--- config.mk ---
export PLATFORM = sky130hd
export DESIGN_NAME = traffic_light_ctrl_param
export DESIGN_NICKNAME = d
export VERILOG_FILES = /design/src/rtl/traffic_light_ctrl_param.sv
export SDC_FILE = /design/constraint.sdc
export NUM_CORES = 1
export LEC_CHECK = 0
export ABC_AREA = 1
export CAP_MARGIN = 20
export CORE_AREA = 2 2 50 61
export DETAILED_ROUTE_END_ITERATION = 10
export DIE_AREA = 0 0 52 63
export PLACE_DENSITY = 0.74
export SLEW_MARGIN = 20
export SYNTH_ARGS = -nofsm -noshare
export SYNTH_HDL_FRONTEND = slang
export SYNTH_SLANG_ARGS = --single-unit
--- constraint.sdc ---
create_clock -name i_clk -period 2.16 [get_ports i_clk]
set_input_delay 0.216 -clock i_clk [delete_from_list [all_inputs] [get_ports i_clk]]
set_output_delay 0.216 -clock i_clk [all_outputs]
set_load 0.02 [all_outputs]
--- src/rtl/traffic_light_ctrl_param.sv ---
// Main/side-road junction controller: latched side request, all-red clearance,
// side-green extension capped at a maximum, and a maintenance flash mode.
//
//  state        | meaning
//  -------------+-----------------------------------------------------------
//  MAIN_GREEN   | main road served; holds until min green done and req latched
//  MAIN_YELLOW  | main road yellow for YELLOW_TIME cycles
//  ALL_RED_A    | clearance before side road is served; clears req on exit
//  SIDE_GREEN   | side road served; min green, extended by i_Vs up to max
//  SIDE_YELLOW  | side road yellow for YELLOW_TIME cycles
//  ALL_RED_B    | clearance before main road (also the exit path from FLASH)
//  FLASH        | maintenance: main yellow / side red blink together
module traffic_light_ctrl_param #(
   parameter int CNT_W          = 8,
   parameter int MAIN_MIN_GREEN = 20,
   parameter int YELLOW_TIME    = 3,
   parameter int ALL_RED_TIME   = 2,
   parameter int SIDE_MIN_GREEN = 10,
   parameter int SIDE_MAX_GREEN = 20,
   parameter int FLASH_HALF     = 4
) (
   input  logic       i_clk,
   input  logic       i_reset,
   input  logic       i_Vs,
   input  logic       i_flash,
   output logic       o_Main_red,
   output logic       o_Main_yellow,
   output logic       o_Main_green,
   output logic       o_Side_red,
   output logic       o_Side_yellow,
   output logic       o_Side_green,
   output logic [2:0] o_state,
   output logic       o_req_pending
);

   typedef enum logic [2:0] {
      MAIN_GREEN  = 3'd0,
      MAIN_YELLOW = 3'd1,
      ALL_RED_A   = 3'd2,
      SIDE_GREEN  = 3'd3,
      SIDE_YELLOW = 3'd4,
      ALL_RED_B   = 3'd5,
      FLASH       = 3'd6
   } state_t;

   // Phase timer counts down from (duration-1); terminal count is zero.
   localparam logic [CNT_W-1:0] LD_MAIN   = CNT_W'(MAIN_MIN_GREEN - 1);
   localparam logic [CNT_W-1:0] LD_YELLOW = CNT_W'(YELLOW_TIME - 1);
   localparam logic [CNT_W-1:0] LD_ALLRED = CNT_W'(ALL_RED_TIME - 1);
   localparam logic [CNT_W-1:0] LD_SIDE   = CNT_W'(SIDE_MAX_GREEN - 1);
   localparam logic [CNT_W-1:0] LD_FLASH  = CNT_W'(FLASH_HALF - 1);
   // Side green has served its minimum once the remaining count drops to this.
   localparam logic [CNT_W-1:0] SIDE_SLACK = CNT_W'(SIDE_MAX_GREEN - SIDE_MIN_GREEN);

   state_t           state_q, state_nxt;
   logic [CNT_W-1:0] cnt_q, cnt_nxt;
   logic             req_q, req_nxt;
   logic             blink_q, blink_nxt;
   logic [5:0]       lamp_q;
   logic             cnt_tc;

   // {main_red, main_yellow, main_green, side_red, side_yellow, side_green}
   function automatic logic [5:0] lamps_of(input state_t s, input logic b);
      logic [5:0] l;
      l = 6'b001_100;
      case (s)
         MAIN_GREEN:            l = 6'b001_100;
         MAIN_YELLOW:           l = 6'b010_100;
         ALL_RED_A, ALL_RED_B:  l = 6'b100_100;
         SIDE_GREEN:            l = 6'b100_001;
         SIDE_YELLOW:           l = 6'b100_010;
         FLASH:                 l = {1'b0, b, 1'b0, b, 2'b00};
         default:               l = 6'b001_100;
      endcase
      return l;
   endfunction

   assign cnt_tc = (cnt_q == '0);

   always_comb begin
      state_nxt = state_q;
      cnt_nxt   = cnt_tc ? cnt_q : cnt_q - 1'b1;
      blink_nxt = blink_q;
      req_nxt   = req_q | (i_Vs && (state_q != SIDE_GREEN));

      if (i_flash && (state_q != FLASH)) begin
         state_nxt = FLASH;
         cnt_nxt   = LD_FLASH;
         blink_nxt = 1'b1;
      end else begin
         case (state_q)
            MAIN_GREEN: begin
               if (cnt_tc && req_q) begin
                  state_nxt = MAIN_YELLOW;
                  cnt_nxt   = LD_YELLOW;
               end
            end
            MAIN_YELLOW: begin
               if (cnt_tc) begin
                  state_nxt = ALL_RED_A;
                  cnt_nxt   = LD_ALLRED;
               end
            end
            ALL_RED_A: begin
               if (cnt_tc) begin
                  state_nxt = SIDE_GREEN;
                  cnt_nxt   = LD_SIDE;
                  req_nxt   = 1'b0;
               end
            end
            SIDE_GREEN: begin
               if (cnt_tc || ((cnt_q <= SIDE_SLACK) && !i_Vs)) begin
                  state_nxt = SIDE_YELLOW;
                  cnt_nxt   = LD_YELLOW;
               end
            end
            SIDE_YELLOW: begin
               if (cnt_tc) begin
                  state_nxt = ALL_RED_B;
                  cnt_nxt   = LD_ALLRED;
               end
            end
            ALL_RED_B: begin
               if (cnt_tc) begin
                  state_nxt = MAIN_GREEN;
                  cnt_nxt   = LD_MAIN;
               end
            end
            FLASH: begin
               if (!i_flash) begin
                  state_nxt = ALL_RED_B;
                  cnt_nxt   = LD_ALLRED;
               end else if (cnt_tc) begin
                  blink_nxt = ~blink_q;
                  cnt_nxt   = LD_FLASH;
               end
            end
            default: begin
               state_nxt = MAIN_GREEN;
               cnt_nxt   = LD_MAIN;
            end
         endcase
      end
   end

   // Lamps are registered from the next state so they change on the same edge as o_state.
   always_ff @(posedge i_clk) begin
      if (i_reset) begin
         state_q <= MAIN_GREEN;
         cnt_q   <= LD_MAIN;
         req_q   <= 1'b0;
         blink_q <= 1'b1;
         lamp_q  <= lamps_of(MAIN_GREEN, 1'b1);
      end else begin
         state_q <= state_nxt;
         cnt_q   <= cnt_nxt;
         req_q   <= req_nxt;
         blink_q <= blink_nxt;
         lamp_q  <= lamps_of(state_nxt, blink_nxt);
      end
   end

   assign {o_Main_red, o_Main_yellow, o_Main_green,
           o_Side_red, o_Side_yellow, o_Side_green} = lamp_q;
   assign o_state       = state_q;
   assign o_req_pending = req_q;

endmodule

### Yosys cells after proc, flatten, opt, wreduce, memory -nomap -nowiden

Cells that the tools add are included.
Widths: inputs -> output; s select.

| word-level totals | value |
|---|---|
| word-level logic and storage cells | 62 |
| bits of input ports | 4 |
| register bits after elaboration | 19 |
| output and inout port bits | 10 |

| cells by class | value |
|---|---|
| reductions and logical operators | 12 |
| bitwise operators | 2 |
| order comparisons | 1 |
| equality and inequality tests | 14 |
| add/subtract/negate cells | 1 |
| multiplexer cells | 26 |

Operators with widths:

| kind | number |
|---|---|
| $mux 8 | 7 |
| $pmux 8 s5 | 1 |
| $pmux 6 s5 | 1 |
| $mux 3 | 8 |
| $pmux 3 s7 | 1 |
| $eq 3x3->1 const B | 6 |
| $eq 3x2->1 const B | 4 |
| $le 8x4->1 const B | 1 |
| $logic_not 8->1 | 1 |
| $reduce_or 2->1 | 4 |
| $sub 8x1->8 const B | 1 |
| $mux 1 | 7 |
| $eq 3x1->1 const B | 2 |
| $mux 5 | 1 |
| $logic_and 1x1->1 | 4 |
| $logic_not 3->1 | 1 |
| $ne 3x2->1 const B | 1 |
| $ne 3x3->1 const B | 1 |
| $logic_not 1->1 | 1 |
| $logic_or 1x1->1 | 1 |
| $not 1->1 | 1 |
| $or 1x1->1 | 1 |

### Logic depth before layout (Yosys ltp)

Gate-level depths: netlist of run 1.

| logic depth | value |
|---|---|
| word-level depth | 9 |
| depth in mapped cells | 14 |
| gate-level depth less buffers | 14 |

### Least setup slack after synthesis of run 1

No wires, ideal clock.

| path | value |
|---|---|
| path type | reg2reg |
| start point | register cnt_q[0] |
| end point | register lamp_q[5] |
| slack | 0.557 ns |
| data arrival time | 1.492 ns |
| cell stages (with the launch flop) | 15 |
| library setup time | 0.111 ns |
| cell sequence | dfxtp_1 -> inv_1 -> ha_1 -> nand2_4 -> nor2_8 -> inv_6 -> nand2_2 -> nand2_1 -> nand2_1 -> nor2_2 -> nor2_1 -> nand2_1 -> nand2_1 -> nor2_1 -> nor2_1 |

| between the ends | value |
|---|---|
| longest elaborated chain between the ends | 9 |
| elaborated cells on any way between the ends | 21 |
| those cells by class | order compare (1); eq/ne (6); mux (9); reduce/logical (5) |

Ends and longest elaborated chain:

| element | RTL line | RTL |
|---|---|---|
| from (decl) | 56 | `logic [CNT_W-1:0] cnt_q, cnt_nxt;` |
| from (signal assigned) | 156 | `cnt_q <= cnt_nxt;` |
| $le 8x4->1 | 112 | `if (cnt_tc \|\| ((cnt_q <= SIDE_SLACK) && !i_Vs)) begin` |
| $logic_and 1x1->1 | 112 |  |
| $logic_or 1x1->1 | 112 |  |
| $mux 3 | 112 |  |
| $pmux 3 s7 (*) | 91 | `case (state_q)` |
| $mux 3 (*) | 86 | `if (i_flash && (state_q != FLASH)) begin` |
| $eq 3x2->1 / $eq 3x3->1 (equally long branches) | 66 | `case (s)` |
| $reduce_or 2->1 | 66 |  |
| $pmux 6 s5 (*) | 66 |  |
| to (signal assigned) | 153 | `lamp_q <= lamps_of(MAIN_GREEN, 1'b1);` |
| to (signal assigned) | 159 | `lamp_q <= lamps_of(state_nxt, blink_nxt);` |
| to (decl) | 59 | `logic [5:0] lamp_q;` |

Every way passes the cells marked *; elsewhere a longest branch is shown, timed or not.
A chain may end at the register's enable or synchronous reset.

### Worst setup path after layout of run 1

Ends and elaborated chain as after synthesis.

==> results of run 1 <==
[report_power, final]
part           switching (mW)  leakage [nW]  internal, mW
Sequential             0.0204         0.156         0.370
Clock                   0.115        0.0177        0.0690
Combinational           0.121         0.489        0.0763
Total                   0.256         0.663         0.515
[area by class of cell]
type                            instances  area [µm²]  share of cell area, %
Sequential cell                        19         380                   28.1
Clock inverter                          1        5.00                  0.369
Multi-Input combinational cell        122         676                   49.9
Tap cell                               34        42.5                   3.14
Clock buffer                            3        22.5                   1.66
Timing Repair Buffer                   13         130                   9.60
Inverter                               25        98.8                   7.29
[through the flow]
| step | utilization, % | cells | total power, mW | hold slack (ps) |
|---|---|---|---|---|
| after detailed placement | 49.1 | 213 | 0.595 | 533 |
| after global routing | 50.1 | 217 | 0.817 | 587 |
| final | 50.1 | 217 | 0.772 | 558 |
| after floorplan | - | 167 | 0.534 | 288 |
| after CTS | 50.1 | 217 | 0.780 | 559 |
| after global placement | 49.1 | 213 | 0.592 | 526 |
[logic make-up (layout without fill, tap and decap cells)]
family                     count (synthesis)  count (layout)
adders and majority gates                  3               3
AOI/OAI and AO/OA                         15              15
buffers and inverters                     26              42
and+or+nand+nor                           97              97
xor gates and xnor gates                   7               7
DFF                                       19              19
[critical path, stage by stage (launching register included)]
cell	delay (ps)
dfxtp_1	340
inv_1	80
ha_1	270
nand2_4	110
nor2_8	190
nand3_1	120
nand2_1	90
inv_1	50
nand3_2	110
nand2_2	100
nand2_1	100
nand2_1	50
nor2_1	100
nor2_1	50
[metal layers]
| layer | part of all wire, % | global-route usage, % | up-vias |
|---|---|---|---|
| li1 | - | - | 562 |
| met1 | 40 | 19.7 | 531 |
| met2 | 56 | 32.6 | 37 |
| met3 | 4.0 | 2.15 | 2 |
| met4 | 0.28 | 6.91 | 0 |
| met5 | 0 | 0 | - |
[layout by cell type (no fill, tap or decap), drive strengths merged]
cell type / netlist / routed
a21oi: 3 / 3
and2: 1 / 1
clkbuf: 0 / 3
clkdlybuf4s50: 0 / 13
clkinv: 0 / 1
dfxtp: 19 / 19
ha: 3 / 3
inv: 25 / 25
nand2: 46 / 46
nand3: 17 / 17
nand3b: 1 / 1
nand4: 1 / 1
nor2: 27 / 27
nor3: 4 / 4
o2111ai: 2 / 2
o21a: 1 / 1
o21ai: 9 / 9
xnor2: 2 / 2
xor2: 5 / 5
[worst min path at each step]
stage | end | cells after the start | slack [ps]
2_1_floorplan | lamp_q[0] | 1 | 290
3_3_place_gp | cnt_q[7] | 2 | 530
3_5_place_dp | cnt_q[7] | 2 | 530
4_1_cts | cnt_q[7] | 2 | 560
5_1_grt | cnt_q[7] | 2 | 590
6_report | cnt_q[7] | 2 | 560
[flip-flops by register name, indices dropped and copies added (netlist names)]
signal,count
cnt_q,8
lamp_q,6
o_state,3
blink_q,1
o_req_pending,1
==> results.toml, run 1 <==
[status]
status = "completed"

[logic_synthesis]
synthMuxAreaShare_pct = 0
yosys.area.top_type = "dfxtp_1"
synth_compound_area_share_pct = 7.32
synth_flop_cell = "dfxtp_1"
synth_cell_type_count = 28
avgSynthCellArea_um2 = 6.96
synth_edf_count = 0
netlist_area_um2 = 1160
synthTopCellsByArea = "dfxtp_1 33%, nand2_1 13%, nor2_1 7.4%"
synth.most_common_cell = "nand2_1"
synth_common_cells = "40 x nand2_1, 23 x nor2_1, 21 x inv_1"
async_flop_share_pct = 0
syn_inst = 167
synth_top_area_share_pct = 32.7
synth-seq-cells = 19
synth-xor-area-share_pct = 5.27
synth_top_family_by_area = "simple AND/OR/NAND/NOR gates"
ys_warn_count = 0
synthAdderAreaFrac_pct = 3.23
synth_nets = 174
seq_area_frac_synth_pct = 32.7
synthSimpleGateAreaFrac_pct = 42.3

[critical_path]
r2r-end = "lamp_q[5]"
r2r_cells = 13
crit_arrival_ps = 2040
r2r_slack_ps = 320
cp-startpoint = "cnt_q[0]"
end_kind = "flip-flop"
endpoint = "lamp_q[5]"
rr_startpoint = "cnt_q[0]"
cp-start-kind = "flip-flop"
worstPathRequired_ps = 2360
crit_type = "reg2reg"
crit_fanout = 7

[grt]
grt_util_all_layers_pct = 17.7
grt_max_degree = 12
grt_pass1_vias = 1104
gr-total-overflow = 0
grt_pass1_wl_mm = 4.50
antenna_found_initial = 0

[final_layout]
drive_above_1_share_pct = 13.7
synthToLayoutAreaGrowth_pct = 16.6
fillers = 289
final_nets = 191
antennaDiodeCount = 0
finalInstanceArea_um2 = 1360

[cts]
clkLatencyLatePin_ps = 300
root_buffer = "clkbuf_4"
hold_buffers = 0
cts_tree = "yes"
post-cts-setup-buffers = 0
clockBufferDepth = 2
ctsResizeCount = 0
path_clk_slew_ps = 110
cts_htree_levels = 1
numClockSinks = 19
cts_buffers = 3

[hold_path]
hold_class = "reg2reg"
hold_start = "cnt_q[7]"

[die]
die-area_um2 = 3280
boundaryPins = 14
dieWidth_um = 52
die_y_um = 63
row_count = 21
coreArea_um2 = 2710
initial_core_util_pct = 42.9

[placement]
place_ws_ps = 349
gp_congestion = 1.00
place_area_um2 = 1330
portBuffers = 13
dp_hpwl_mm = 2.05

[sta]
rsz0062_at_grt = "no"
slew_violations = 0
setup_tns_ps = 0
tightest_slew_ps = 440
finalWorstPathRequiredPeriod_ps = 1840
period_share_pct = 85.1
finalSetupViolCount = 0
timing.slew.headroom_pct = 70.6
clock_skew_ps = 2.12
setup_slack_ps = 322
fmaxAchievable_ghz = 0.544
hold_viol = 0

[routing]
drt-total-wl_mm = 2.52
num_vias = 1132
drt_iter0_drc = 38
first_pass_iters = 6
routedWlPerCell_um = 11.6
avgViaCountPerCell = 5.22
drc = 0
antenna_left = 0

[power]
ir_worst_vdd_mv = 0.417
p_per_area_nw_per_um2 = 569
p_leak_nw = 0.663

[flow_run]
cap_violations = 0
Note: power is estimated with default switching activity, not from simulation.
==> run 2, diff against run 1 <==
HOLD_SLACK_MARGIN = 0.12   (was not set)
==> results of run 2 <==
Final layout, timing and power as in run 1 (identical DEF).
